**config.mk**
```make
export PLATFORM = sky130hd
export DESIGN_NAME = split_12_witness_gen
export DESIGN_NICKNAME = d
export VERILOG_FILES = /design/src/rtl/split12_gen_pkg.sv /design/src/rtl/split12_pred.sv /design/src/rtl/split_12_witness_gen.sv
export SDC_FILE = /design/constraint.sdc
export NUM_CORES = 1
export LEC_CHECK = 0
export BUFFER_PORTS_ARGS = -buffer_cell sky130_fd_sc_hd__buf_2
export CORE_ASPECT_RATIO = 0.5
export CORE_UTILIZATION = 24
export CTS_CLUSTER_DIAMETER = 120
export DETAILED_ROUTE_END_ITERATION = 12
export GPL_TIMING_DRIVEN = 0
export SETUP_SLACK_MARGIN = 0.3
export SLEW_MARGIN = 20
export SYNTH_ARGS = -nofsm -noshare
export SYNTH_HDL_FRONTEND = slang
export SYNTH_HIERARCHICAL = 1
export SYNTH_SLANG_ARGS = --single-unit
```
**constraint.sdc**
```tcl
create_clock -name clk -period 5.75 [get_ports clk]
set_input_delay 1.15 -clock clk [delete_from_list [all_inputs] [get_ports clk]]
set_output_delay 1.15 -clock clk [all_outputs]
set_load 0.05 [all_outputs]
```
**src/rtl/split12_gen_pkg.sv**
```systemverilog
// +----------------------------------------------------------------------+
// | split12_gen_pkg : shared widths, FSM states and constants for the    |
// |                   split_12 witness generator.                        |
// | Revision: 1.0                                                        |
// +----------------------------------------------------------------------+
`default_nettype none

package split12_gen_pkg;

    localparam int V12_W  = 14;
    localparam int V144_W = 16;
    localparam int CAND_W = 30;

    localparam logic [V144_W-1:0] C85_MASK = 16'h8622;

    typedef enum logic [1:0] {
        IDLE   = 2'd0,
        SEARCH = 2'd1,
        HOLD   = 2'd2
    } state_t;

endpackage

`default_nettype wire

```
**src/rtl/split12_pred.sv**
```systemverilog
// +----------------------------------------------------------------------+
// | split12_pred : combinational split_12 predicate (c31 & c40 & c52 &   |
// |                c85) over one (var_12, var_144) candidate.            |
// | Revision: 1.0                                                        |
// +----------------------------------------------------------------------+
`default_nettype none

module split12_pred
    import split12_gen_pkg::*;
(
    input  logic [V12_W-1:0]  var_12_i,
    input  logic [V144_W-1:0] var_144_i,
    output logic              hit_o
);

    logic c31;
    logic c40;
    logic c52;
    logic c85;

    assign c31 = (var_12_i == '0);
    assign c40 = (var_144_i == '0);
    // Both sides widened to 16 bits so the comparison matches the checker exactly.
    assign c52 = ({{(V144_W-1){1'b0}}, !var_144_i} != {{(V144_W-V12_W){1'b0}}, var_12_i});
    assign c85 = |((var_144_i << 6) | C85_MASK);

    assign hit_o = c31 & c52 & c40 & c85;

endmodule

`default_nettype wire

```
**src/rtl/split_12_witness_gen.sv**
```systemverilog
// +----------------------------------------------------------------------+
// | split_12_witness_gen : walks candidates from a seed, one per clock,  |
// |   and emits the first split_12 witness or pulses fail. Optional      |
// |   macro SPLIT12_GEN_STATS_EN adds the tries_o evaluation counter.    |
// | Revision: 1.0                                                        |
// +----------------------------------------------------------------------+
`default_nettype none

module split_12_witness_gen
    import split12_gen_pkg::*;
#(
    parameter int MAX_ITER = 1024
) (
    input  logic              clk,
    input  logic              rst,
    input  logic              start,
    input  logic [CAND_W-1:0] seed,
    output logic              busy,
    output logic              out_valid,
    input  logic              out_ready,
    output logic [V12_W-1:0]  var_12_o,
    output logic [V144_W-1:0] var_144_o,
`ifdef SPLIT12_GEN_STATS_EN
    output logic [31:0]       tries_o,
`endif
    output logic              fail
);

    localparam int ITER_W = $clog2(MAX_ITER + 1);
    localparam logic [ITER_W-1:0] LAST_ITER = ITER_W'(MAX_ITER - 1);

    state_t              state_q;
    logic [CAND_W-1:0]   cand_q;
    logic [CAND_W-1:0]   cand_d;
    logic [ITER_W-1:0]   iter_q;
    logic                busy_q;
    logic                valid_q;
    logic                fail_q;
    logic [V12_W-1:0]    var_12_q;
    logic [V144_W-1:0]   var_144_q;
    logic                cand_hit;
`ifdef SPLIT12_GEN_STATS_EN
    logic [31:0]         tries_q;
`endif

    // Natural 30-bit wrap takes the last candidate back to zero.
    assign cand_d = cand_q + CAND_W'(1);

    split12_pred u_pred (
        .var_12_i  (cand_q[V12_W-1:0]),
        .var_144_i (cand_q[CAND_W-1:V12_W]),
        .hit_o     (cand_hit)
    );

    always_ff @(posedge clk) begin
        if (rst) begin
            state_q   <= IDLE;
            cand_q    <= '0;
            iter_q    <= '0;
            busy_q    <= 1'b0;
            valid_q   <= 1'b0;
            fail_q    <= 1'b0;
            var_12_q  <= '0;
            var_144_q <= '0;
`ifdef SPLIT12_GEN_STATS_EN
            tries_q   <= '0;
`endif
        end else begin
            fail_q <= 1'b0;
            case (state_q)
                IDLE: begin
                    if (start) begin
                        cand_q  <= seed;
                        iter_q  <= '0;
                        busy_q  <= 1'b1;
                        state_q <= SEARCH;
`ifdef SPLIT12_GEN_STATS_EN
                        tries_q <= '0;
`endif
                    end
                end
                SEARCH: begin
`ifdef SPLIT12_GEN_STATS_EN
                    tries_q <= tries_q + 32'd1;
`endif
                    // A hit on the final budgeted candidate still wins over failure.
                    if (cand_hit) begin
                        var_12_q  <= cand_q[V12_W-1:0];
                        var_144_q <= cand_q[CAND_W-1:V12_W];
                        valid_q   <= 1'b1;
                        state_q   <= HOLD;
                    end else if (iter_q == LAST_ITER) begin
                        fail_q  <= 1'b1;
                        busy_q  <= 1'b0;
                        state_q <= IDLE;
                    end else begin
                        cand_q <= cand_d;
                        iter_q <= iter_q + ITER_W'(1);
                    end
                end
                HOLD: begin
                    if (valid_q && out_ready) begin
                        valid_q <= 1'b0;
                        busy_q  <= 1'b0;
                        state_q <= IDLE;
                    end
                end
                default: begin
                    state_q <= IDLE;
                end
            endcase
        end
    end

    assign busy      = busy_q;
    assign out_valid = valid_q;
    assign fail      = fail_q;
    assign var_12_o  = var_12_q;
    assign var_144_o = var_144_q;
`ifdef SPLIT12_GEN_STATS_EN
    assign tries_o   = tries_q;
`endif

endmodule

`default_nettype wire

```
==> impl_metrics.env, run 1 <==
export IMPL_cts_max_level=3
export IMPL_clk_pin_slew_ps=50
export IMPL_min_period_over_period=0.501
export IMPL_hp_class="register to register"
export IMPL_rows=33
export IMPL_top_usage_layer="met2"
export IMPL_dpl_cell_area_um2=4650
export IMPL_status="finished clean"
export IMPL_dieArea_um2=17400
export IMPL_hold_slack_ps=449
export IMPL_wl_mm=13.9
export IMPL_grt_use_met3=0.0504
export IMPL_ys_types=62
export IMPL_fp_dieH_um=93.7
export IMPL_drc_errors=0
export IMPL_coreArea_um2=16400
export IMPL_peakVddDrop_mv=0.133
export IMPL_grt_pass1_vias=4094
export IMPL_grt_pass1_wl_mm=22.0
export IMPL_grt_use_met2=0.271
export IMPL_maxCapViolCount=0
export IMPL_cp_end_kind="register"
export IMPL_clockRootBuffer="clkbuf_16"
export IMPL_synth_area_um2=4040
export IMPL_ios=67
export IMPL_hold_buffers=0
export IMPL_final_area_um2=4920
export IMPL_drtIter0Drc=436
export IMPL_cts_sinks=76
export IMPL_antenna_cells=0
export IMPL_avgSynthCellArea_um2=7.84
export IMPL_clock_skew_ps=8.63
export IMPL_ant_nets=0
export IMPL_rsz0062_at_grt="false"
export IMPL_min_period_ps=2880
export IMPL_nets=631
export IMPL_syn_num_nets=555
export IMPL_clockBufferDepth=2
export IMPL_gp_congestion=0.900
export IMPL_start_kind="register"
export IMPL_vias=4324
export IMPL_worstHoldPathCells=2
export IMPL_synth_edf_count=0
export IMPL_r2r_cells=10
export IMPL_vias_per_cell=5.26
export IMPL_synthArstFlopShare=0
export IMPL_power_per_cell_area_nw_per_um2=311
export IMPL_relSlewSlack=0.498
export IMPL_leakage_nw=1.77
export IMPL_slew_violations=0
export IMPL_grt_overflow=0
export IMPL_cts_buffers=9
export IMPL_cts_setup_buffers=0
export IMPL_setup_viol=0
export IMPL_port_buffers=65
export IMPL_dr_pass1_iters=5
export IMPL_ys_warn_count=6
export IMPL_wl_per_cell_um=16.9
export IMPL_worstPathArrival_ps=3060
export IMPL_fmax_ghz=0.347
export IMPL_die_w_um=185
export IMPL_use_met1=0.205
export IMPL_yosysSeqAreaShare=0.377
export IMPL_cts_resized=0
export IMPL_tritoncts="built"
export IMPL_drive_gt1_frac=0.193
export IMPL_crit_required_ps=5930
export IMPL_start_util=0.246
export IMPL_antenna_found_initial=0
export IMPL_synth_ff_type="dfxtp_1"
export IMPL_hold_viol_final=0
export IMPL_syn_to_final_growth_pct=21.8
export IMPL_netlist_instances=515
export IMPL_grt_max_degree=12
export IMPL_setup_tns_final_ps=0
export IMPL_reg2reg_setup_slack_ps=2870
export IMPL_track_usage=0.167
export IMPL_fillCellCount=1782
export IMPL_path_class="register to register"
export IMPL_final_cell_mix="97 x nand2_1, 76 x dfxtp_1, 70 x buf_2"
export IMPL_mostFrequentLayoutCell="nand2_1"
export IMPL_crit_fanout=10
export IMPL_tightest_slew_ps=753
export IMPL_worstSkewPairLatency_ps=340
export IMPL_ys_ff_latch=76
export IMPL_hpwl_mm=10.0
export IMPL_power_total_w=0.00153
[sequential cells by signal, summed over array words and instances, names as in the netlist]
signal and count:
busy 1, cand_q 30, fail 1, iter_q 11
out_valid 1, state_q 2, var_12_o 14, var_144_o 16
[cell type report]
cell class	count	area [um^2]	share of cell area
buffer	38	196	0.0399
clock buffer	13	260	0.0529
clock inverter	2	10.0	0.00204
inverter	7	26.3	0.00534
multi-input combinational	394	2290	0.466
sequential	76	1520	0.309
tap	227	284	0.0578
timing repair buffer	65	325	0.0662
[layer usage]
layer	wire [um]	part of all wire
met5	0	0
met4	282	0.020
met3	1240	0.089
met2	6520	0.47
met1	5890	0.42
[worst max-delay path, cell delays in order (launching register included)]
cell	delay, ps
dfxtp_1	490
nor4_1	110
nand4_1	150
nor2_1	140
and2_1	190
buf_6	150
nor3_4	490
nand2_1	380
clkbuf_2	310
o21ai_0	210
a21oi_1	110
[synth_stat cells (3+ instances only)]
cell / count / share of area
nand2_1: 97 / 0.090
buf_6: 4 / 0.011
o21ai_1: 3 / 0.0037
a31o_2: 3 / 0.0065
nand4_1: 16 / 0.025
o21a_1: 5 / 0.0093
and3_1: 6 / 0.0093
a21oi_2: 4 / 0.0087
nand3b_1: 4 / 0.0074
buf_2: 5 / 0.0062
o31ai_1: 3 / 0.0056
a31oi_1: 8 / 0.012
buf_1: 3 / 0.0028
or3_1: 3 / 0.0046
nor3_1: 11 / 0.014
a211oi_2: 6 / 0.019
and2_1: 7 / 0.011
o21ai_0: 31 / 0.038
o211ai_1: 3 / 0.0056
clkbuf_1: 22 / 0.020
a21oi_1: 64 / 0.079
o32ai_1: 3 / 0.0065
a22oi_1: 4 / 0.0074
nand3_1: 13 / 0.016
nor2b_1: 7 / 0.011
nor4_1: 12 / 0.019
dfxtp_1: 76 / 0.38
inv_1: 6 / 0.0056
a211oi_1: 4 / 0.0074
ha_1: 6 / 0.019
nor2_1: 29 / 0.027
and4_1: 5 / 0.011
[through the flow]
stage | setup slack (ps) | utilization | std cells
floorplan | 3460 | - | 515
global placement | 2860 | 0.283 | 807
detailed placement | 2860 | 0.283 | 807
CTS | 2940 | 0.300 | 822
global route | 2740 | 0.300 | 822
finish | 2870 | 0.300 | 822
[logic make-up (layout without fill, tap and decap cells)]
group | after synthesis | count (layout) | share of synthesized area
AND/OR/NAND/NOR | 227 | 227 | 0.290
buffers and inverters | 45 | 125 | 0.0552
flip-flops | 76 | 76 | 0.377
adder cells (fa/ha/maj) | 6 | 6 | 0.0186
multiplexers | 2 | 2 | 0.00496
AO/OA/AOI/OAI | 159 | 159 | 0.254
[path summary, 6_finish.rpt]
kind,from,endpoint
setup / recovery,cand_q[22]$_SDFFE_PP0P_,cand_q[22]$_SDFFE_PP0P_
hold / removal,var_144_o[10]$_SDFFE_PP0P_,var_144_o[10]$_SDFFE_PP0P_
setup reg to reg,cand_q[22]$_SDFFE_PP0P_,cand_q[22]$_SDFFE_PP0P_
hold reg to reg,var_144_o[10]$_SDFFE_PP0P_,var_144_o[10]$_SDFFE_PP0P_
[report_power, final]
part	switching, W	total, W	internal [W]
Combinational	0.000237	0.000370	0.000132
Sequential	0.0000645	0.000631	0.000567
Clock	0.000218	0.000530	0.000312
(Power assumes the default switching activity.)
==> run 2, diff against run 1 <==
- clock period: 5.75 -> 2.35 ns (I/O delays scaled with it)
==> run 2 against run 1 <==
Effect of this change:
- combinational power rose to 3.6 times the previous value
- cell count up 2.8%
- worst setup slack got worse by 2800 ps
- power rose to 3.0 times the previous value
- clock power rose to 3.1 times the previous value
- sequential power grew to 2.5 times the previous value
- register-to-register slack worse by 2800 ps
- maximum frequency increased by 24%
- critical path depth is 2 higher
- via count increased by 3.4%
- design area rose by 16%
- first-iteration DRC count decreased by 3.2%
- critical path type unchanged
- largest cell class unchanged
- largest power group is now the clock network
- highest routed layer unchanged
==> impl_metrics.env, run 2 (synthesis results as in run 1) <==
export IMPL_vias=4469
export IMPL_clock_skew_ps=8.86
export IMPL_wl_mm=14.9
export IMPL_clockRootBuffer="clkbuf_16"
export IMPL_grt_pass1_vias=4185
export IMPL_crit_fanout=8
export IMPL_cp_cell_sequence="nor4_2 > nand4_1 > nor2_4 > and2_4 > buf_6 > nor3_4 > buf_6 > and2_4 > buf_12 > buf_12 > a32oi_1 > a31oi_1"
export IMPL_hold_slack_ps=423
export IMPL_crit_required_ps=2540
export IMPL_cp_buffers_inverters=4
export IMPL_syn_to_final_growth_pct=40.7
export IMPL_start_kind="register"
export IMPL_rows=33
export IMPL_worst_slack_ps=22.9
export IMPL_rsz0062_at_grt="true"
export IMPL_dpl_cell_area_um2=4650
export IMPL_grt_pass1_wl_mm=22.8
export IMPL_grt_overflow=0
export IMPL_largest_reg_flops=30
export IMPL_maxCapViolCount=0
export IMPL_final_area_um2=5680
export IMPL_hold_viol_final=0
export IMPL_p_seq_frac=0.347
export IMPL_coreArea_um2=16400
export IMPL_slew_violations=0
export IMPL_peakVddDrop_mv=0.376
export IMPL_vias_per_cell=5.29
export IMPL_post_place_cells=807
export IMPL_fmax_ghz=0.430
export IMPL_min_period_ps=2330
export IMPL_worstSkewPairLatency_ps=340
export IMPL_hold_buffers=0
export IMPL_clockBufferDepth=2
export IMPL_antenna_found_initial=0
export IMPL_final_cell_mix="96 x nand2_1, 70 x buf_2, 58 x a21oi_1"
export IMPL_p_int_w=0.00312
export IMPL_slowest_stage="dfxtp_2"
export IMPL_cts_sinks=76
export IMPL_fillCellCount=1704
export IMPL_die_w_um=185
export IMPL_pwr_share_comb=0.295
export IMPL_tritoncts="built"
export IMPL_status="finished clean"
export IMPL_critPathTopFamily="simple AND/OR/NAND/NOR gates"
export IMPL_worstPathArrival_ps=2510
export IMPL_start_util=0.246
export IMPL_nets=653
export IMPL_fin_cells=845
export IMPL_fp_dieH_um=93.7
export IMPL_path_class="register to register"
export IMPL_multi_input_comb_area_um2=2540
export IMPL_min_period_over_period=0.990
export IMPL_cp_end_kind="register"
export IMPL_antenna_cells=0
export IMPL_hp_class="input pin to register"
export IMPL_cts_buffers=9
export IMPL_wl_per_cell_um=17.6
export IMPL_drtIter0Drc=422
export IMPL_drc_errors=0
export IMPL_relSlewSlack=0.428
export IMPL_slowest_delay_ps=350
export IMPL_dieArea_um2=17400
export IMPL_dpl_worst_slack_ps=-467
export IMPL_tightest_slew_ps=858
export IMPL_hpwl_mm=10.1
export IMPL_dr_pass1_iters=5
export IMPL_gp_congestion=0.918
export IMPL_track_usage=0.173
export IMPL_cts_max_level=3
export IMPL_clk_pin_slew_ps=60
export IMPL_power_per_cell_area_nw_per_um2=804
export IMPL_ios=67
export IMPL_top_register="cand_q"
export IMPL_mostFrequentLayoutCell="nand2_1"
export IMPL_grt_max_degree=13
export IMPL_drive_gt1_frac=0.353
export IMPL_setup_viol=0
export IMPL_leakage_nw=2.09
export IMPL_ant_nets=0
export IMPL_port_buffers=65
export IMPL_clkPwrFrac=0.358
export IMPL_p_switching_w=0.00145
export IMPL_netSwitchingFraction=0.317
export IMPL_regArea_um2=1590
[run 2: changes by cell type in the layout (fill, tap and decap cells not counted), moves of 5 or more]
| cell | previous run | this run |
|---|---|---|
| dfxtp_1 | 76 | 50 |
| nor4_2 | 1 | 6 |
| nor4_1 | 12 | 6 |
| dfxtp_4 | 0 | 14 |
| a21oi_4 | 0 | 5 |
| a21oi_1 | 64 | 58 |
| buf_4 | 1 | 14 |
| buf_12 | 0 | 5 |
| o21ai_2 | 0 | 6 |
| dfxtp_2 | 0 | 12 |
| clkbuf_1 | 24 | 8 |
| clkbuf_2 | 2 | 11 |
| o21ai_0 | 31 | 24 |
[run 2: final cells by class]
type | count | share of cell area
sequential | 76 | 0.280
buffer | 38 | 0.0498
clock buffer | 12 | 0.0451
timing repair buffer | 87 | 0.107
clock inverter | 4 | 0.0167
tap | 227 | 0.0500
multi-input combinational | 394 | 0.447
inverter | 7 | 0.00462
[run 2: path summary, 6_finish.rpt]
| kind | from | slack, ps | cells after the start | endpoint |
|---|---|---|---|---|
| hold reg to reg | iter_q[10]$_SDFFE_PP0P_ | 450 | 2 | iter_q[10]$_SDFFE_PP0P_ |
| setup reg to reg | cand_q[19]$_SDFFE_PP0P_ | 20 | 12 | cand_q[23]$_SDFFE_PP0P_ |
| hold / removal | seed[27] | 420 | 3 | cand_q[27]$_SDFFE_PP0P_ |
| setup / recovery | cand_q[19]$_SDFFE_PP0P_ | 20 | 12 | cand_q[23]$_SDFFE_PP0P_ |
[run 2: layer usage]
| metal | global-route usage | share of wire |
|---|---|---|
| met5 | 0 | 0 |
| met4 | 0.0792 | 0.034 |
| met3 | 0.0395 | 0.090 |
| met2 | 0.274 | 0.45 |
| met1 | 0.222 | 0.42 |
[run 2: what timing repair did]
action                     in CTS  in global routing
setup endpoints to repair      71                 71
resized for setup              83                 62
cloned                          3                  1
pin swaps                      27                 16
setup buffers                  12                  6
[run 2: per-stage QoR]
step	power, W	util	setup TNS, ps
final	0.00457	0.347	0
after global routing	0.00473	0.347	-110
after CTS	0.00440	0.332	0
after detailed placement	0.00245	0.284	-11350
after global placement	0.00245	0.284	-10040
after floorplan	0.00214	-	0
[run 2: power groups by stage]
stage	logic [W]	registers, W	clock network, W
after detailed placement	0.000887	0.00157	0
after CTS	0.00119	0.00156	0.00165
final	0.00135	0.00158	0.00164
after floorplan	0.000608	0.00153	0
after global routing	0.00143	0.00159	0.00171
after global placement	0.000880	0.00157	0
[run 2: worst min-delay path: stages]
cell and delay [ps]:
buf_2 80, nand4_1 80, nand4_1 90
